**config.mk**
```make
export PLATFORM = sky130hd
export DESIGN_NAME = param_shift_register
export DESIGN_NICKNAME = d
export VERILOG_FILES = /design/src/rtl/param_shift_register.sv
export SDC_FILE = /design/constraint.sdc
export NUM_CORES = 1
export LEC_CHECK = 0
export ABC_AREA = 1
export BUFFER_PORTS_ARGS = -buffer_cell sky130_fd_sc_hd__buf_2
export CORE_AREA = 3 3 46 48
export DETAILED_ROUTE_END_ITERATION = 7
export DIE_AREA = 0 0 49 51
export PLACE_DENSITY = 0.74
export RECOVER_POWER = 50
export SLEW_MARGIN = 20
export SYNTH_ARGS = -nofsm -noshare
export SYNTH_HDL_FRONTEND = slang
export SYNTH_SLANG_ARGS = --single-unit
export TNS_END_PERCENT = 1
```
**constraint.sdc**
```tcl
create_clock -name clock -period 1.6 [get_ports clock]
set_input_delay 0 -clock clock [delete_from_list [all_inputs] [get_ports clock]]
set_output_delay 0 -clock clock [all_outputs]
set_load 0.1 [all_outputs]
```
**src/rtl/param_shift_register.sv**
```systemverilog
// param_shift_register: WIDTH-bit universal register with clock enable, parallel
// load, logical/arithmetic shifts and rotates, a shift counter and a one-cycle
// done pulse at each completed WIDTH-bit serial word.
// Optional feature macro: PARITY_EN (registered XOR-reduction of q on the parity port).
module param_shift_register #(
  parameter int WIDTH = 8,
  parameter int CNT_W = $clog2(WIDTH + 1)
) (
  input  logic             clock,
  input  logic             reset,
  input  logic             en,
  input  logic [2:0]       mode,
  input  logic [WIDTH-1:0] d,
  input  logic             ser_in_l,
  input  logic             ser_in_r,
  output logic [WIDTH-1:0] q,
  output logic [CNT_W-1:0] shift_cnt,
  output logic             done,
  output logic             parity
);

  typedef enum logic [2:0] {
    M_HOLD  = 3'b000,
    M_LOAD  = 3'b001,
    M_SHL   = 3'b010,
    M_SHR   = 3'b011,
    M_ROL   = 3'b100,
    M_ROR   = 3'b101,
    M_ASR   = 3'b110,
    M_CLEAR = 3'b111
  } mode_e;

  localparam logic [CNT_W-1:0] CNT_LAST = CNT_W'(WIDTH - 1);

  mode_e            mode_s;
  logic [WIDTH-1:0] q_q,    q_d;
  logic [CNT_W-1:0] cnt_q,  cnt_d;
  logic             done_q, done_d;
  logic             is_shift;

  assign mode_s = mode_e'(mode);

  // Next-state data path: operation select plus word counter and done pulse.
  always_comb begin
    q_d      = q_q;
    cnt_d    = cnt_q;
    done_d   = 1'b0;
    is_shift = 1'b0;
    if (en) begin
      unique case (mode_s)
        M_HOLD:  q_d = q_q;
        M_LOAD:  begin q_d = d;  cnt_d = '0; end
        M_SHL:   begin q_d = {q_q[WIDTH-2:0], ser_in_l};     is_shift = 1'b1; end
        M_SHR:   begin q_d = {ser_in_r, q_q[WIDTH-1:1]};     is_shift = 1'b1; end
        M_ROL:   begin q_d = {q_q[WIDTH-2:0], q_q[WIDTH-1]}; is_shift = 1'b1; end
        M_ROR:   begin q_d = {q_q[0], q_q[WIDTH-1:1]};       is_shift = 1'b1; end
        M_ASR:   begin q_d = {q_q[WIDTH-1], q_q[WIDTH-1:1]}; is_shift = 1'b1; end
        M_CLEAR: begin q_d = '0; cnt_d = '0; end
        default: q_d = q_q;
      endcase
      if (is_shift) begin
        if (cnt_q == CNT_LAST) begin
          cnt_d  = '0;
          done_d = 1'b1;
        end else begin
          cnt_d  = cnt_q + 1'b1;
        end
      end
    end
  end

  // State registers; synchronous reset discards any partial word.
  always_ff @(posedge clock) begin
    if (reset) begin
      q_q    <= '0;
      cnt_q  <= '0;
      done_q <= 1'b0;
    end else begin
      q_q    <= q_d;
      cnt_q  <= cnt_d;
      done_q <= done_d;
    end
  end

  assign q         = q_q;
  assign shift_cnt = cnt_q;
  assign done      = done_q;

`ifdef PARITY_EN
  logic par_q;

  // Parity tracks the next q so it always matches the registered contents.
  always_ff @(posedge clock) begin
    if (reset) par_q <= 1'b0;
    else       par_q <= ^q_d;
  end

  assign parity = par_q;
`else
  assign parity = 1'b0;
`endif

endmodule

```
**Word-level counts from Yosys, hierarchy flattened**

Cells that the tools add are included.

- Register bits: 13
- Input port bits: 16
- Output and inout bits: 14
- Word-level logic and storage cells: 32

- Add/sub/neg operators: 1
- Equal/unequal tests: 8
- Multiplexer cells: 7
- Bitwise operators: 4
- Reduce and logical (&&, ||, !) cells: 8

Operators by type and width:

| kind | count |
|---|---|
| 8-bit one-hot mux with 7 select lines | 1 |
| 3-bit == test (second input constant) | 4 |
| 4-bit 2-to-1 mux | 3 |
| 3-bit by 2-bit == test with 1-bit output (second input constant) | 2 |
| 5-bit OR reduction | 1 |
| 4-bit by 1-bit adder with 4-bit output (second input constant) | 1 |
| 4-bit by 3-bit == test with 1-bit output (second input constant) | 1 |
| 1-bit inverter | 4 |
| 2-bit AND reduction | 2 |
| 3-bit by 1-bit == test with 1-bit output (second input constant) | 1 |
| 3-bit zero test | 1 |
| 1-bit 2-to-1 mux | 3 |
| 3-bit AND reduction | 1 |
| 3-bit OR reduction | 1 |
| 2-bit nonzero test | 1 |
| 2-bit OR reduction | 1 |

**Longest topological paths before layout**

Gate-level depths: netlist of run 1.

- Depth in word-level cells: 6
- Gate-level depth with buffers: 8
- Depth with buffers taken out: 8

**Worst setup path before layout of run 1**

OpenSTA, ideal clock, no wires.

- Path kind: register to register
- Start: reg cnt_q[0] (netlist: shift_cnt[0])
- End: reg cnt_q[0] (netlist: shift_cnt[0])
- Arrival time: 1738 ps
- Required time: 1468 ps
- Slack: -270 ps
- Stages on the path, launching flop included: 7
- Path buffers: 0
- Period minus slack after synthesis: 1870 ps
- Path through: dfxtp_1 ha_1 nand2_1 nor2_1 nor2_1 nand4_1 a21oi_1

- Word-level cells in the longest chain between the ends: 3
- Elaborated cells between the ends (all ways): 4
- Classes of those cells: add/sub (1); eq/ne (1); mux (2)

RTL lines:

| item | line | source |
|---|---|---|
| start, declared | 37 | `logic [CNT_W-1:0] cnt_q, cnt_d;` |
| start signal, assigned | 80 | `cnt_q <= cnt_d;` |
| 4-bit by 1-bit adder with 4-bit output or 4-bit by 3-bit == test with 1-bit output (tied branches) | 66, 62 |  |
| 4-bit 2-to-1 mux * | 62 | `if (cnt_q == CNT_LAST) begin` |
| 4-bit 2-to-1 mux * | 61 | `if (is_shift) begin` |

Every way passes the cells marked *; elsewhere a longest branch is shown, timed or not.
A chain may end at the register's enable or synchronous reset.

**Worst setup path in the final report of run 1**

- Start: reg q_q[0] (netlist: q[0])
- End: out q[0]

RTL lines:

| item | line | source |
|---|---|---|
| start, declared | 36 | `logic [WIDTH-1:0] q_q, q_d;` |
| start signal, assigned | 79 | `q_q <= q_d;` |
| end, declared | 16 | `output logic [WIDTH-1:0] q,` |

No word-level cell between the ends.

==> key figures, run 1 <==
Logic synthesis
  • Distinct cells, synth: 20
  • Synthesized area per cell: 6.09 µm²
  • Synth warn: 0
  • Synthesized net count: about 150
  • Synth Cell Area: between 800 and 900 µm²
  • Async SR Flop Fraction: 0%
  • EDFF count, synth: 0
  • Seq/Total Area, Yosys: 31.9%
  • Cells after Synth: 134
  • Yosys reg bits: 13
  • Main synth FF type: dfxtp_1

Floorplan
  • Starting Density: ~47%
  • Die area: 2500 µm²
  • Core Area: around 1700 µm²
  • Total I/O pin count: 30
  • Number of cell rows: 15
  • Die Wd: slightly below 50 µm
  • Die Y: ~51 µm

Cells and area
  • Ratio of cells with drive above 1 in the final layout: a little under a quarter
  • Reg area: 263 µm²
  • Layout Utilization: between 50% and 60%
  • Area grow syn2layout: 21.2%
  • Multi-input logic area: roughly 500 µm²
  • Ant diodes: 0
  • Final Non-Filler Cells: between 150 and 200
  • Fillcell total: about 200
  • Nets: between 150 and 200

CTS
  • Clk Latency, worst-skew pair: about 0.28 ns
  • Max Root-Sink Buffers: 2
  • CTS tree: yes
  • CTS Root Cell: clkbuf_4
  • Cts bufs inserted: 3
  • CTS sink count: 13
  • CTS Hold Bufs: 0
  • Clock transition at path regs: 0.09 ns
  • PostCTS Resize Cnt: 0
  • H-tree levels: 1
  • Post-CTS Setup Inserts: 0

GRT
  • Total global-route track usage: between 10% and 20%
  • Initial antenna violation count: 0
  • Global route overflow: 0
  • Vias in the first global route: between 700 and 800
  • Largest net degree at the start of global routing: 17
  • First-pass GRT wire length: around 3.4 mm

Status
  • Result of the run: finished clean

Routing
  • Wirelength, routed: between 1.5 and 2 mm
  • Drt drc: 0
  • Vias/cell: around 5
  • Routed len/inst: 10.5 µm
  • Initial DRC Count: 8
  • Pre-Repair DR Iteration Count: 4
  • Remaining antenna violation count after routing: 0
  • Via count: 919

Setup path
  • Worst setup SP type: flip-flop
  • Worst reg-to-reg path cell count: 6
  • Critical Path AT: roughly 1.1 ns
  • RR Endpoint: shift_cnt[0]$_SDFFE_PP0P_
  • Flop-to-flop setup slack: 0.47 ns
  • Slowest cell delay on critical path: ~0.45 ns
  • Crit path to: q[0]
  • CP Capture Type: primary output
  • Crit path kind: reg -> out
  • Slowest stage cell, crit path: buf_2
  • Crit path max-delay family: buffers and inverters
  • WP buf/inv: 1
  • CP Max Fanout: 4
  • Cell count along the critical path: 1
  • CP cell instances: buf_2
  • CP required: around 1.6 ns
  • Worst reg2reg path startpoint: shift_cnt[0]$_SDFFE_PP0P_
  • Critical path origin: q[0]$_SDFFE_PP0P_

Timing
  • Clock skew: 0.0105 ns
  • Final hold vios: 0
  • Crit path time final: between 1 and 1.5 ns
  • Max Fclk: between 800 and 900 MHz
  • Worst-margin pin slew: 0.538 ns
  • Setup TNS: 0 ns
  • RSZ-0062 raised after global routing: no
  • Hold Slack: 0.0336 ns
  • Final setup fails: 0
  • Final worst-path cycle share: a little over two thirds
  • Max-slew violations: 0
  • Slew HR: between 60 and 70%

Run
  • Max-cap check violation count: 0

Power
  • Power Density: 809 nW/µm²
  • Final Power: 0.000799 W
  • Leakage power: between 0.5 and 0.6 nW
  • Max VDD drop: 0.000508 V

Hold path
  • Hold crit path type: in -> reg

Placed design
  • Gp weighted congestion: about 0.76
  • # placed instances: ~180
  • Final HPWL DP: between 1 and 1.5 mm
  • Port bufs: 28
## where the power goes
| group | internal [W] | leakage (nW) | switching [W] |
|---|---|---|---|
| sequential | 0.000336 | 0.107 | 0.0000131 |
| clock | 0.0000967 | 0.0150 | 0.000115 |
| combinational | 0.0000542 | 0.383 | 0.000184 |
## synth_stat cells (all sizes together), types with 2 or more instances
cell type	number	area, µm²
nand2	46	178
nor2	23	86.3
nand3	17	90.1
a21oi	13	65.1
dfxtp	13	260
inv	8	30.0
buf	2	18.8
clkbuf	2	7.51
ha	2	25.0
nand4	2	12.5
## cell usage in the layout (no fill, tap or decap)
cell,instances
clkbuf_2,3
nor2_1,23
nand4_1,2
ha_1,2
dfxtp_2,2
inv_2,1
buf_2,24
nand3_1,16
nand2_1,44
nand3b_1,1
inv_1,7
a21oi_1,13
o21ai_0,1
clkbuf_4,3
clkbuf_1,2
or2_2,1
xor2_1,1
nand3_2,1
a21boi_2,1
dfxtp_1,11
conb_1,1
nand2_2,2
## registers in the layout, summed over array words and instances, names as in the netlist
signal / count
q: 8
shift_cnt: 4
done: 1
## worst min-delay path by stage
stage                           endpoint  start  cells after the start
6_report       shift_cnt[0]$_SDFFE_PP0P_     en                      3
3_5_place_dp   shift_cnt[0]$_SDFFE_PP0P_     en                      3
2_1_floorplan  shift_cnt[1]$_SDFFE_PP0P_  reset                      1
3_3_place_gp   shift_cnt[0]$_SDFFE_PP0P_     en                      3
4_1_cts        shift_cnt[0]$_SDFFE_PP0P_     en                      3
5_1_grt        shift_cnt[0]$_SDFFE_PP0P_     en                      3
## metrics by stage
stage / instance area (µm²) / setup WS (ns)
6_report: 988 / 0.468
5_1_grt: 988 / 0.370
4_1_cts: 991 / 0.464
3_5_place_dp: 965 / 0.370
3_3_place_gp: 965 / 0.432
2_1_floorplan: 820 / 0.0665
## cells by family after synthesis
kind of cell,count (synthesis),share of synthesized area (%)
flip-flops,13,31.9
adder cells (fa/ha/maj),2,3.07
other,1,0.460
XOR/XNOR,1,1.07
AO/OA/AOI/OAI,15,9.97
buffers and inverters,12,6.90
AND/OR/NAND/NOR,90,46.6
## area by class of cell
type                    instances  area share, %
clock buffers                   4           2.66
inverters                       8           3.04
multi-input cells             109           50.5
flip-flops and latches         13           26.6
well taps                      25           3.16
repair buffers                 28           14.1
## per-layer routing
layer  global-route usage (%)  part of all wire (%)  wire length (µm)  up-vias
met5                        0                     0                 0        -
met4                     4.27                  0.51                10        0
met3                     5.83                   4.8                94        2
met2                     30.1                    51               989       21
met1                     20.7                    44               862      409
li1                         -                     -                 -      487
(Power assumes the default switching activity.)
==> run 2, diff against run 1 <==
==> constraint.sdc (replaced) <==
create_clock -name clock -period 1.2 [get_ports clock]
set_input_delay 0 -clock clock [delete_from_list [all_inputs] [get_ports clock]]
set_output_delay 0 -clock clock [all_outputs]
set_load 0.1 [all_outputs]
==> run 2 against run 1 <==
Cell count rose by 0.53%. Flip-flop and latch count did not move. Hold slack got worse by 0.00065 ns. Worst setup slack got worse by 0.41 ns. Register-to-register slack got worse by 0.41 ns. Via count fell by 2.4%. First-iteration DRC count rose by 110%. Non-clock buffer count rose by 1. Routed wire length rose by 0.46%. Combinational power rose by 35%. Largest power group unchanged. Highest routed layer unchanged.
==> key figures, run 2 (same netlist as run 1, synthesis figures left out) <==
Setup path
  • CP Max Fanout: 5
  • CP cell instances: ha_1 -> or2_2 -> nand3_1 -> a21oi_1
  • CP Capture Type: flip-flop
  • RR Endpoint: shift_cnt[2]$_SDFFE_PP0P_
  • Worst setup SP type: flip-flop
  • Critical Path AT: between 1 and 1.5 ns
  • CP required: approximately 1.4 ns
  • Slowest cell delay on critical path: about 0.37 ns
  • Crit path max-delay family: flip-flops
  • Cell count along the critical path: 4
  • WP buf/inv: 0
  • Worst reg2reg path startpoint: shift_cnt[0]$_SDFFE_PP0P_
  • Crit path kind: reg -> reg
  • Slowest stage cell, crit path: dfxtp_4
  • Flop-to-flop setup slack: 0.06 ns
  • Worst reg-to-reg path cell count: 4

Placed design
  • # placed instances: ~180
  • Post-place setup slack: approximately 0.08 ns
  • Gp weighted congestion: between 0.7 and 0.8
  • Final HPWL DP: between 1 and 1.5 mm
  • Port bufs: 28

Timing
  • Worst-margin pin slew: approximately 0.54 ns
  • Final hold vios: 0
  • Final setup fails: 0
  • RSZ-0062 raised after global routing: no
  • Max Fclk: 875 MHz
  • Clock skew: between 0.01 and 0.015 ns
  • Slew HR: a little under two thirds
  • Final worst-path cycle share: around 95%
  • Setup ws final: 0.0577 ns
  • Crit path time final: approximately 1.1 ns
  • Max-slew violations: 0

Cells and area
  • Most common cell after layout, fill and taps aside: nand2_1
  • Area grow syn2layout: 24.4%
  • Largest register FFs: 8
  • Most frequent cells in the layout: nand2_1, buf_2, nor2_1, nand3_1, a21oi_1
  • Final Non-Filler Cells: 188
  • Ant diodes: 0
  • Ratio of cells with drive above 1 in the final layout: 29.4%
  • Nets: between 150 and 200

Power
  • Leakage power: just over 0.5 nW
  • Power Density: about 1000 nW/µm²
  • Max VDD drop: between 0.0005 and 0.0006 V

Hold path
  • Hold endpoint: shift_cnt[0]$_SDFFE_PP0P_
  • Hold Path Origin: en
  • Hold Crit Depth: 3
  • Hold crit path type: in -> reg

Routing
  • Wirelength, routed: just under 2 mm
  • Vias/cell: roughly 4.8
  • Via count: around 900
  • Pre-Repair DR Iteration Count: 4
  • Drt drc: 0
  • Initial DRC Count: 17
  • Routed len/inst: about 10 µm
  • Remaining antenna violation count after routing: 0

Floorplan
  • Die area: between 2000 and 2500 µm²
  • Die Y: around 51 µm
  • Die Wd: between 40 and 50 µm
  • Number of cell rows: 15
  • Starting Density: 46.7%
  • Core Area: about 1700 µm²
  • Total I/O pin count: 30

CTS
  • Cts bufs inserted: 3
  • CTS Root Cell: clkbuf_4
  • Max Root-Sink Buffers: 2
  • Clock transition at path regs: approximately 0.090 ns
  • H-tree levels: 1
  • CTS sink count: 13
  • Post-CTS Setup Inserts: 0
  • CTS tree: yes
  • Clk Latency, worst-skew pair: between 0.2 and 0.3 ns
  • CTS Hold Bufs: 0

Status
  • Result of the run: finished clean

GRT
  • Largest net degree at the start of global routing: 17
  • Vias in the first global route: about 840
  • Global route overflow: 0
  • Initial antenna violation count: 0
  • Total global-route track usage: 17.5%
  • First-pass GRT wire length: between 3 and 4 mm

Run
  • Max-cap check violation count: 0
[run 2: worst min-delay path: cells and delay by family]
kind | cells | cell delay (ns)
AOI/OAI and AO/OA | 1 | 0.05
and+or+nand+nor | 1 | 0.10
buffers and inverters | 1 | 0.13
[run 2: power breakdown]
part           switching, W  leakage (nW)  internal [W]  total [W]
registers         0.0000182         0.110      0.000448   0.000466
clock network      0.000149        0.0150      0.000129   0.000278
logic              0.000246         0.391     0.0000748   0.000321
[run 2: final cells by class]
class                           count  area, µm²
Sequential cell                    13        274
Fill cell                         188        731
Multi-Input combinational cell    109        508
Timing Repair Buffer               29        145
Tap cell                           25       31.3
Inverter                            8       30.0
Clock buffer                        4       26.3
[run 2: per-stage QoR]
step                      util, %  total power, W  setup TNS, ns  hold slack (ns)  cell area, µm²
after global placement       57.0        0.000797              0            0.316             995
after floorplan                 -        0.000726          -1.41           0.0594             830
after CTS                    58.5         0.00107              0           0.0259            1020
after detailed placement     57.0        0.000800              0            0.319             995
after global routing         58.1         0.00112              0           0.0341            1010
final                        58.1         0.00106              0           0.0330            1010
[run 2: timing repair]
action	4_1_cts	5_1_grt
hold endpoints to repair	0	0
gates resized for setup	0	3
setup endpoints to repair	0	2
[run 2: how the worst max path moves through the flow]
stage	slack, ns	start	end
detailed placement	0.08	mode[1]	shift_cnt[3]$_SDFFE_PP0P_
CTS	0.07	shift_cnt[0]$_SDFFE_PP0P_	shift_cnt[2]$_SDFFE_PP0P_
floorplan	-0.19	q[5]$_SDFFE_PP0P_	q[6]$_SDFFE_PP0P_
finish	0.06	shift_cnt[0]$_SDFFE_PP0P_	shift_cnt[2]$_SDFFE_PP0P_
global placement	0.12	mode[1]	shift_cnt[0]$_SDFFE_PP0P_
global route	0.02	shift_cnt[0]$_SDFFE_PP0P_	shift_cnt[2]$_SDFFE_PP0P_
[run 2: per-layer routing]
metal | share of wire, % | GRT usage (%)
met5 | 0 | 0
met4 | 0.71 | 4.27
met3 | 4.2 | 4.08
met2 | 50 | 32.8
met1 | 45 | 20.0
